[config.mk]
export PLATFORM = sky130hd
export DESIGN_NAME = base_runner
export DESIGN_NICKNAME = d
export VERILOG_FILES = /design/src/rtl/baseball_pkg.sv /design/src/rtl/runner_advance.sv /design/src/rtl/base_runner.sv
export SDC_FILE = /design/constraint.sdc
export NUM_CORES = 1
export LEC_CHECK = 0
export ABC_AREA = 0
export CORE_MARGIN = 3
export CORE_UTILIZATION = 29
export CTS_CLUSTER_DIAMETER = 40
export DETAILED_ROUTE_END_ITERATION = 16
export HOLD_SLACK_MARGIN = 0.15
export MAX_ROUTING_LAYER = met4
export PLACE_DENSITY = 0.47
export SYNTH_ARGS = -nofsm -noshare
export SYNTH_HDL_FRONTEND = slang
export SYNTH_SLANG_ARGS = --single-unit
[constraint.sdc]
create_clock -name clk -period 6.6 [get_ports clk]
set_input_delay 0.99 -clock clk [delete_from_list [all_inputs] [get_ports clk]]
set_output_delay 0.99 -clock clk [all_outputs]
set_load 0.02 [all_outputs]
[src/rtl/baseball_pkg.sv]
`default_nettype none
// ============================================================================
//  Module      : baseball_pkg
//  Description : Shared constants and types for the scorekeeping stage:
//                hitout bit positions, base_runner state encoding and the
//                regulation-innings default.
//  Revision    : 1.0  initial release
// ============================================================================
package baseball_pkg;

  // Bit positions inside the roulette's one-hot hitout vector
  localparam int HIT1 = 4;
  localparam int HIT2 = 3;
  localparam int HIT3 = 2;
  localparam int HIT4 = 1;
  localparam int OUT  = 0;

  // Regulation length of a game and the hard extra-innings limit
  localparam int         INNINGS_DEFAULT = 9;
  localparam logic [3:0] MAX_INNING      = 4'd15;

  typedef enum logic [1:0] {
    ST_IDLE   = 2'd0,
    ST_PLAY   = 2'd1,
    ST_CHANGE = 2'd2,
    ST_OVER   = 2'd3
  } br_state_e;

  // Number of bases awarded by a hit; only meaningful when hitout is a hit
  function automatic logic [2:0] hit_bases(input logic [4:0] hitout);
    logic [2:0] n;
    n = 3'd4;
    if (hitout[HIT1])      n = 3'd1;
    else if (hitout[HIT2]) n = 3'd2;
    else if (hitout[HIT3]) n = 3'd3;
    return n;
  endfunction

endpackage
`default_nettype wire

[src/rtl/runner_advance.sv]
`default_nettype none
// ============================================================================
//  Module      : runner_advance
//  Description : Combinational runner movement for a hit of n_i bases.
//                The batter joins the occupancy vector as bit0, everything
//                shifts by n_i, and bits pushed past third base score.
//  Revision    : 1.0  initial release
// ============================================================================
module runner_advance
  import baseball_pkg::*;
(
  input  logic [2:0] bases_i,
  input  logic [2:0] n_i,
  output logic [2:0] bases_o,
  output logic [2:0] runs_o
);

  logic [7:0] shifted;

  // Shift batter plus runners, then split into new occupancy and runners home
  always_comb begin
    shifted = {4'b0000, bases_i, 1'b1} << n_i;
    bases_o = shifted[3:1];
    runs_o  = {2'b00, shifted[4]} + {2'b00, shifted[5]}
            + {2'b00, shifted[6]} + {2'b00, shifted[7]};
  end

endmodule
`default_nettype wire

[src/rtl/base_runner.sv]
`default_nettype none
// ============================================================================
//  Module      : base_runner
//  Description : Scorekeeping stage behind the batting roulette. Samples the
//                one-hot hitout on each swing, advances runners, counts outs,
//                scores runs, changes sides and detects the end of the game.
//                Optional macro BASEBALL_WALKOFF_EN ends the game as soon as
//                the home side takes the lead in the bottom of a final inning.
//  Revision    : 1.0  initial release
// ============================================================================
module base_runner
  import baseball_pkg::*;
#(
  parameter int RUN_W   = 4,
  parameter int INNINGS = INNINGS_DEFAULT
) (
  input  logic             clk,
  input  logic             reset_n,
  input  logic             start_i,
  input  logic             swing_i,
  input  logic [4:0]       hitout_i,
  output logic             roulette_active_o,
  output logic [2:0]       bases_o,
  output logic [1:0]       outs_o,
  output logic [3:0]       inning_o,
  output logic             half_o,
  output logic [RUN_W-1:0] runs_away_o,
  output logic [RUN_W-1:0] runs_home_o,
  output logic             play_valid_o,
  output logic             game_over_o
);

  localparam int               SUM_W   = RUN_W + 3;
  localparam logic [RUN_W-1:0] RUN_MAX = '1;

  br_state_e        state_q, state_d;
  logic [2:0]       bases_q, bases_d;
  logic [1:0]       outs_q, outs_d;
  logic [3:0]       inning_q, inning_d;
  logic             half_q, half_d;
  logic [RUN_W-1:0] away_q, away_d;
  logic [RUN_W-1:0] home_q, home_d;
  logic             pv_q, pv_d;

  logic             onehot;
  logic             swing_ok;
  logic             late_inning;
  logic [2:0]       adv_bases;
  logic [2:0]       adv_runs;
  logic [RUN_W-1:0] bat_runs;
  logic [SUM_W-1:0] bat_sum;
  logic [RUN_W-1:0] bat_sat;

  runner_advance u_advance (
    .bases_i (bases_q),
    .n_i     (hit_bases(hitout_i)),
    .bases_o (adv_bases),
    .runs_o  (adv_runs)
  );

  // Swing qualification and saturating score for the batting team
  always_comb begin
    onehot      = (hitout_i != 5'd0) && ((hitout_i & (hitout_i - 5'd1)) == 5'd0);
    swing_ok    = swing_i && (state_q == ST_PLAY) && onehot;
    late_inning = (inning_q >= 4'(INNINGS));
    bat_runs    = half_q ? home_q : away_q;
    bat_sum     = SUM_W'(bat_runs) + SUM_W'(adv_runs);
    bat_sat     = (bat_sum > SUM_W'(RUN_MAX)) ? RUN_MAX : bat_sum[RUN_W-1:0];
  end

  // Game FSM and scoreboard next-state
  always_comb begin
    state_d  = state_q;
    bases_d  = bases_q;
    outs_d   = outs_q;
    inning_d = inning_q;
    half_d   = half_q;
    away_d   = away_q;
    home_d   = home_q;
    pv_d     = 1'b0;
    case (state_q)
      ST_IDLE, ST_OVER: begin
        if (start_i) begin
          state_d  = ST_PLAY;
          bases_d  = 3'd0;
          outs_d   = 2'd0;
          inning_d = 4'd1;
          half_d   = 1'b0;
          away_d   = '0;
          home_d   = '0;
        end
      end
      ST_PLAY: begin
        if (swing_ok) begin
          pv_d = 1'b1;
          if (hitout_i[OUT]) begin
            if (outs_q == 2'd2) begin
              outs_d  = 2'd0;
              bases_d = 3'd0;
              state_d = ST_CHANGE;
            end else begin
              outs_d = outs_q + 2'd1;
            end
          end else begin
            bases_d = adv_bases;
            if (half_q) home_d = bat_sat;
            else        away_d = bat_sat;
`ifdef BASEBALL_WALKOFF_EN
            // Home takes the lead in a final inning: no need to finish it
            if (half_q && late_inning && (bat_sat > away_q)) state_d = ST_OVER;
`endif
          end
        end
      end
      ST_CHANGE: begin
        if (!half_q) begin
          if (late_inning && (home_q > away_q)) begin
            state_d = ST_OVER;
          end else begin
            half_d  = 1'b1;
            state_d = ST_PLAY;
          end
        end else begin
          if ((late_inning && (home_q != away_q)) || (inning_q == MAX_INNING)) begin
            state_d = ST_OVER;
          end else begin
            inning_d = inning_q + 4'd1;
            half_d   = 1'b0;
            state_d  = ST_PLAY;
          end
        end
      end
      default: state_d = ST_IDLE;
    endcase
  end

  // State and scoreboard registers
  always_ff @(posedge clk or negedge reset_n) begin
    if (!reset_n) begin
      state_q  <= ST_IDLE;
      bases_q  <= 3'd0;
      outs_q   <= 2'd0;
      inning_q <= 4'd1;
      half_q   <= 1'b0;
      away_q   <= '0;
      home_q   <= '0;
      pv_q     <= 1'b0;
    end else begin
      state_q  <= state_d;
      bases_q  <= bases_d;
      outs_q   <= outs_d;
      inning_q <= inning_d;
      half_q   <= half_d;
      away_q   <= away_d;
      home_q   <= home_d;
      pv_q     <= pv_d;
    end
  end

  assign roulette_active_o = (state_q == ST_PLAY);
  assign game_over_o       = (state_q == ST_OVER);
  assign bases_o           = bases_q;
  assign outs_o            = outs_q;
  assign inning_o          = inning_q;
  assign half_o            = half_q;
  assign runs_away_o       = away_q;
  assign runs_home_o       = home_q;
  assign play_valid_o      = pv_q;

endmodule
`default_nettype wire

==> flow_summary.ini, run 1 <==
[run_status]
status = completed

[placement]
globalplace.congestion = 0.8538
port_buffers = 29
dp_worst_setup_slack_ps = 2178
dp_hpwl_microns = 3145
place_area_sq_um = 2054

[worst_hold_path]
min_to = runs_away_o[1]
hp-class = reg2reg
hold_start = runs_away_o[1]
hold_depth = 1

[detailed_routing]
wire_per_inst_microns = 14.29
avgViaCountPerCell = 5.153
drc = 0
drt_iter0_drc = 59
firstDrtPassIters = 4
ant_nets = 0
wirelength_microns = 4101
vias = 1479

[synth]
synth_top_flop_cell = dfrtp_1
yosysWarnings = 0
yosysSeqAreaShare_pct = 30.87
netlist_instances = 190
netlist_area_sq_um = 1707
ys_seq_elements = 21
synth_edf_count = 0
synth.distinct_cells = 41
synthesis.nets = 218
avgSynthCellArea_sq_um = 8.982
ys_async_sr_fraction_pct = 100.0

[sta]
tightest_slew_ps = 1023
fin_worst_skew_ps = 2.694
hold_viol = 0
fmax_mhz = 240.9
drv_slew = 0
rsz0062_at_grt = no
fin_crit_sh_pct = 62.89
finalSetupViolCount = 0
slew-limit-headroom_pct = 31.58
holdWs_ps = 529.5
setup_ws_ps = 2450
final.setup.tns_ps = 0
post-route-min-period_ps = 4150

[global_route]
grt_pass1_vias = 1420
grt_pass1_wl_microns = 6948
grt-ovfl-total = 0
grt_max_degree = 22
grt.total_usage_pct = 13.33
antenna_found_initial = 0

[finish]
final_core_util_pct = 37.46
drive_gt1_share_pct = 5.116
area_growth_pct = 23.09
num_antenna_cells = 0
final_common_cell = clkdlybuf4s50_1
layout_common_cells = clkdlybuf4s50_1, dfrtp_1, ha_1
stdcell_area_sq_um = 2101
nets = 244
nFillCells = 597

[floorplanning]
core-area_sq_um = 5608
die_h_microns = 82.72
pin_count = 30
start_util_pct = 30.43
core.rowCount = 27
dieWidth_microns = 82.72
die_area_sq_um = 6842

[clocking]
cts_setup_buffers = 0
cts_buffers = 3
cts_tree = yes
cts-root-buf = clkbuf_8
holdBufCountCts = 0
clk_pin_slew_ps = 80
cts_buffer_depth = 2
clock_sinks = 21
clk_latency_ps = 260
h-tree-depth = 1
postCtsResizedCells = 0

[job]
maxCapViolations = 0

[worst_setup_path]
reg2regPathDepth = 12
worstSetupPathType = in2reg
crit_required_ps = 6760
startpoint_type = input pin
path_max_fanout = 11
regToRegSetupSlack_ps = 3380
cp-end-kind = register
worstPathArrival_ps = 4310
timing.rr.end = runs_home_o[3]
reg2reg_from = bases_o[0]

[power]
combinationalPowerShare_pct = 51.6
p_seq_share_pct = 32.6
p_sw_uw = 252.8
clkPwrFrac_pct = 15.8
leakage_nw = 0.8723
intPower_uw = 304.2
ir_drop_mv = 0.1699
power.density_nw_per_um2 = 265.1
p_sw_share_pct = 45.39
[worst max path at each step]
stage / startpoint / endpoint
2_1_floorplan: hitout_i[3] / runs_home_o[3]
3_5_place_dp: hitout_i[2] / runs_home_o[3]
4_1_cts: hitout_i[2] / runs_home_o[3]
3_3_place_gp: hitout_i[2] / runs_away_o[1]
5_1_grt: hitout_i[2] / runs_away_o[2]
6_report: hitout_i[2] / runs_home_o[3]
[sequential cells by signal, summed over array words and instances, names as in the netlist]
name	count
state_q	2
play_valid_o	1
outs_o	2
runs_home_o	4
bases_o	3
runs_away_o	4
inning_o	4
half_o	1
[through the flow]
stage	power, mW	cells
final	0.5570	287
after global routing	0.6064	287
after CTS	0.5664	287
after detailed placement	0.4729	283
after global placement	0.4744	283
after floorplan	0.3808	190
[layer usage]
layer  GRT usage, %  vias up  part of all wire [%]
li1               -      753                     -
met1          18.88      703                    51
met2          20.35       21                    45
met3          2.278        2                   2.7
met4          1.961        0                  0.51
met5              -        -                     0
[cells in the mapped netlist, drive strengths merged (4+ instances only)]
cell type / number / area [sq um]
o21ai: 12 / 60.06
nor2b: 6 / 37.54
o2bb2ai: 8 / 70.07
ha: 17 / 212.7
nor3b: 4 / 30.03
dfrtp: 20 / 500.5
inv: 16 / 60.06
nor3: 4 / 20.02
a211oi: 4 / 30.03
clkbuf: 5 / 18.77
a21oi: 13 / 65.06
nand2: 14 / 52.55
mux2i: 7 / 70.07
nor2: 10 / 37.54
[worst max-delay path: stages]
cell and delay (ps):
clkdlybuf4s50_1 690, a21oi_1 120, a211oi_1 230, a21oi_1 70
ha_1 330, fa_1 390, ha_1 320, ha_1 310
a21o_1 200, a211o_1 280, and3_1 180, a22o_1 200
[logic make-up after synthesis]
kind of cell	after synthesis	synth area share, %
XOR/XNOR	2	1.027
AND/OR/NAND/NOR	55	17.38
buffers and inverters	24	5.425
flip-flops	21	30.87
adder cells (fa/ha/maj)	19	14.81
AO/OA/AOI/OAI	60	25.07
multiplexers	9	5.425
[power groups by stage]
stage | logic (mW) | clock network, mW | registers [mW]
detailed placement | 0.288 | 0 | 0.185
finish | 0.288 | 0.0878 | 0.182
global placement | 0.289 | 0 | 0.185
floorplan | 0.192 | 0 | 0.188
CTS | 0.290 | 0.0939 | 0.182
global route | 0.321 | 0.0970 | 0.188
[area by class of cell]
class	instances	area (sq um)	area share [%]
well taps	72	90.09	4.288
clock inverters	1	5.005	0.2382
inverters	16	60.06	2.859
flip-flops and latches	21	526.8	25.07
repair buffers	29	290.3	13.82
clock buffers	3	41.29	1.965
multi-input cells	145	1087	51.76
Power figures use the tool's default switching activity.
==> run 2: changes to the inputs <==
==> constraint.sdc (replaced) <==
create_clock -name clk -period 4.3 [get_ports clk]
set_input_delay 0.645 -clock clk [delete_from_list [all_inputs] [get_ports clk]]
set_output_delay 0.645 -clock clk [all_outputs]
set_load 0.02 [all_outputs]
==> flow_summary.ini, run 2 (synthesis results as in run 1) <==
[run_status]
status = completed

[sta]
fin_worst_skew_ps = 3.991
finalSetupViolCount = 0
holdWs_ps = 528.6
final.setup.tns_ps = 0
slew-limit-headroom_pct = 32.66
rsz0062_at_grt = no
tightest_slew_ps = 1007
fmax_mhz = 275.8
fin_crit_sh_pct = 84.31
drv_slew = 0
hold_viol = 0
post-route-min-period_ps = 3625

[floorplanning]
die_h_microns = 82.72
core.rowCount = 27
core-area_sq_um = 5608
dieWidth_microns = 82.72
pin_count = 30
die_area_sq_um = 6842
start_util_pct = 30.43

[worst_setup_path]
critPathSlowestCell = clkdlybuf4s50_1
cp-end-kind = register
regToRegSetupSlack_ps = 1120
crit_path_cell_trace = clkdlybuf4s50_1 > a21oi_1 > a211oi_1 > a21oi_1 > ha_1 > fa_1 > ha_1 > ha_1 > a21o_1 > a211o_1 > and3_1 > a22o_1
path_max_fanout = 6
crit_required_ps = 4460
worstSetupPathType = in2reg
startpoint_type = input pin
path_buf_inv = 1
worstPathArrival_ps = 3790
cp_slowest_stage_delay_ps = 590
cpLargestDelayFamily = adder cells
crit_top_cell = ha_1

[detailed_routing]
wirelength_microns = 4034
drc = 0
drt_iter0_drc = 36
ant_nets = 0
vias = 1486
avgViaCountPerCell = 5.124
firstDrtPassIters = 4
wire_per_inst_microns = 13.91

[power]
leakage_nw = 0.8867
power.density_nw_per_um2 = 402.0
total_power_uw = 853.6
ir_drop_mv = 0.2308

[clocking]
postCtsResizedCells = 0
h-tree-depth = 1
cts_tree = yes
cts_buffer_depth = 2
holdBufCountCts = 0
clk_latency_ps = 270
clk_pin_slew_ps = 80
clock_sinks = 21
cts_buffers = 3
cts_setup_buffers = 0
cts-root-buf = clkbuf_8

[finish]
seq_area_sq_um = 526.8
instances_no_fill = 290
drive_gt1_share_pct = 6.422
area_growth_pct = 24.41
nFillCells = 604
num_antenna_cells = 0
final_common_cell = clkdlybuf4s50_1
multi_input_area_sq_um = 1087
final_core_util_pct = 37.86
nets = 247
layout_common_cells = clkdlybuf4s50_1, dfrtp_1, ha_1

[global_route]
grt-ovfl-total = 0
antenna_found_initial = 0
grt_max_degree = 22
grt.total_usage_pct = 13.34
grt_pass1_wl_microns = 6893
grt_pass1_vias = 1434

[worst_hold_path]
hp-class = reg2reg

[placement]
place_inst = 286
globalplace.congestion = 0.8064
dp_hpwl_microns = 3145
port_buffers = 29

[job]
maxCapViolations = 0
-- run 2: cell count changes in the layout (fill, tap and decap cells not counted), sizes merged --
cell / before / now
buf: 0 / 3
-- run 2: path summary, 6_finish.rpt --
path	cells after the start	start	end
min reg2reg	1	runs_away_o[1]	runs_away_o[1]
max	12	hitout_i[2]	runs_home_o[3]
min	1	runs_away_o[1]	runs_away_o[1]
min in group asynchronous	1	reset_n	inning_o[2]
max reg2reg	12	bases_o[0]	runs_home_o[3]
max in group asynchronous	1	reset_n	half_o
-- run 2: metrics by stage --
step | cell area (sq um) | setup WS (ps)
after floorplan | 1707 | 816.9
after global placement | 2077 | 392.5
after detailed placement | 2077 | 385.4
after CTS | 2123 | 670.0
after global routing | 2123 | 490.8
final | 2123 | 674.7
-- run 2: final cells by class --
class	instances	share of cell area, %
Multi-Input combinational cell	145	51.21
Clock buffer	3	1.945
Inverter	16	2.829
Tap cell	72	4.243
Clock inverter	1	0.2357
Timing Repair Buffer	32	14.73
Sequential cell	21	24.81
-- run 2: layer usage --
| layer | track usage, % | wire length (microns) | vias up | share of wire, % |
|---|---|---|---|---|
| met3 | 2.928 | 146 | 4 | 3.6 |
| met2 | 21.07 | 1838 | 24 | 46 |
| met5 | - | 0 | - | 0 |
| li1 | - | - | 759 | - |
| met4 | 2.124 | 21 | 0 | 0.52 |
| met1 | 17.85 | 2027 | 699 | 50 |
-- run 2: where the power goes --
group / switching (mW) / internal, mW / total, mW
registers: 0.0500 / 0.229 / 0.279
clock network: 0.0720 / 0.0648 / 0.137
logic: 0.263 / 0.174 / 0.438
==> run 3: changes to the inputs <==
--- a/config.mk
+++ b/config.mk
@@ -12,7 +12,7 @@
 export DETAILED_ROUTE_END_ITERATION = 16
 export HOLD_SLACK_MARGIN = 0.15
 export MAX_ROUTING_LAYER = met4
-export PLACE_DENSITY = 0.47
+export PLACE_DENSITY = 0.49
 export SYNTH_ARGS = -nofsm -noshare
 export SYNTH_HDL_FRONTEND = slang
 export SYNTH_SLANG_ARGS = --single-unit
==> constraint.sdc (replaced) <==
create_clock -name clk -period 3.2 [get_ports clk]
set_input_delay 0.48 -clock clk [delete_from_list [all_inputs] [get_ports clk]]
set_output_delay 0.48 -clock clk [all_outputs]
set_load 0.02 [all_outputs]
==> flow_summary.ini, run 3 (synthesis results as in run 1) <==
[run_status]
status = completed

[sta]
fin_crit_sh_pct = 94.97
post-route-min-period_ps = 3039
fin_worst_skew_ps = 3.155
rsz0062_at_grt = no
hold_viol = 0
slew-limit-headroom_pct = 62.96
finalSetupViolCount = 0
tightest_slew_ps = 549.7
setup_ws_ps = 160.9
drv_slew = 0
fmax_mhz = 329.0

[worst_hold_path]
hp-class = reg2reg
hold_start = runs_away_o[1]

[detailed_routing]
wirelength_microns = 4178
drt_iter0_drc = 102
firstDrtPassIters = 4
wire_per_inst_microns = 13.93
drc = 0
avgViaCountPerCell = 5.073
ant_nets = 0
vias = 1522

[finish]
nets = 257
num_antenna_cells = 0
drive_gt1_share_pct = 11.84
final_core_util_pct = 39.60
nFillCells = 595
layout_common_cells = clkdlybuf4s50_1, dfrtp_1, inv_1, ha_1, nand2_1
area_growth_pct = 30.13
instances_no_fill = 300
final_common_cell = clkdlybuf4s50_1

[floorplanning]
pin_count = 30
die_h_microns = 82.72
die_area_sq_um = 6842
core-area_sq_um = 5608
start_util_pct = 30.43
core.rowCount = 27
dieWidth_microns = 82.72

[clocking]
cts_buffer_depth = 2
cts_tree = yes
cts-root-buf = clkbuf_8
clock_sinks = 21
h-tree-depth = 1
clk_pin_slew_ps = 80
clk_latency_ps = 260
cts_buffers = 3

[power]
p_sw_share_pct = 44.60
total_power_mw = 1.162
clkPwrFrac_pct = 15.6
leakage_nw = 0.9371
intPower_uw = 643.9
combinationalPowerShare_pct = 52.1
ir_drop_mv = 0.3445
power.density_nw_per_um2 = 523.3
p_sw_uw = 518.4
p_seq_share_pct = 32.3

[placement]
dp_hpwl_microns = 3235
place_inst = 296
dp_worst_setup_slack_ps = -504.3
port_buffers = 29
globalplace.congestion = 0.7550

[worst_setup_path]
worstPathArrival_ps = 3190
reg2reg_from = bases_o[0]
worstSetupPathType = in2reg
critPathSlowestCell = fa_2
startpoint = hitout_i[2]
regToRegSetupSlack_ps = 190
cp_slowest_stage_delay_ps = 380
timing.rr.end = runs_home_o[3]
cp-end-kind = register
reg2regPathDepth = 12
crit_path_cell_trace = dlygate4sd2_1 > a21oi_1 > a211oi_1 > a21oi_1 > ha_1 > fa_2 > ha_4 > ha_1 > a21o_1 > a211o_1 > and3_1 > a22o_1
cp-endpoint = runs_home_o[3]
crit_required_ps = 3360
startpoint_type = input pin
path_max_fanout = 5

[global_route]
grt.total_usage_pct = 14.08
antenna_found_initial = 0
grt_max_degree = 22
grt_pass1_wl_microns = 7334
grt-ovfl-total = 0
grt_pass1_vias = 1473

[job]
maxCapViolations = 0
run 3: critical path, delay by kind of cell:
| kind | cells | cell delay (ps) |
|---|---|---|
| AO/OA/AOI/OAI | 6 | 1050 |
| adder cells (fa/ha/maj) | 4 | 1220 |
| buffers and inverters | 1 | 280 |
| AND/OR/NAND/NOR | 1 | 170 |
run 3: per-stage QoR:
step                area, sq um  hold slack (ps)  setup TNS [ps]
finish                     2221            531.4               0
CTS                        2212            532.6               0
global placement           2152            511.9           -3533
detailed placement         2152            508.1           -3775
global route               2221            553.2               0
floorplan                  1713            184.4               0
run 3: worst min-delay path by stage:
stage	end	depth (start not counted)
floorplan	bases_o[0]	0
global placement	runs_away_o[2]	1
detailed placement	runs_away_o[2]	1
CTS	runs_away_o[2]	1
global route	runs_away_o[2]	1
finish	runs_away_o[1]	1
run 3: area by class of cell:
cell class                 instances  area, sq um  area share (%)
clock buffer                       4        45.04           2.028
timing repair buffer              42        387.9           17.46
sequential                        21        526.8           23.72
multi-input combinational        145         1111           50.03
inverter                          16        60.06           2.704
tap                               72        90.09           4.056
run 3: per-layer routing:
layer / part of all wire (%) / global-route usage, % / vias up / routed length, microns
met5: 0 / - / - / 0
met4: 0.29 / 1.471 / 0 / 12
met3: 3.1 / 2.928 / 2 / 131
met2: 44 / 21.39 / 23 / 1850
met1: 52 / 19.93 / 712 / 2184
li1: - / - / 785 / -
run 3: what timing repair did:
action                     CTS  global route
pin swaps                    0             1
setup buffers                0             0
gates resized for setup      5             5
hold buffers                 0             0
cloned                       0             0
setup endpoints to repair    8             8
hold endpoints to repair     0             0
run 3: power groups by stage:
stage / combinational [mW] / sequential [mW] / clock [mW]
after floorplan: 0.398 / 0.388 / 0
after global placement: 0.607 / 0.382 / 0
after detailed placement: 0.608 / 0.381 / 0
after CTS: 0.612 / 0.376 / 0.195
after global routing: 0.686 / 0.389 / 0.202
final: 0.606 / 0.375 / 0.181
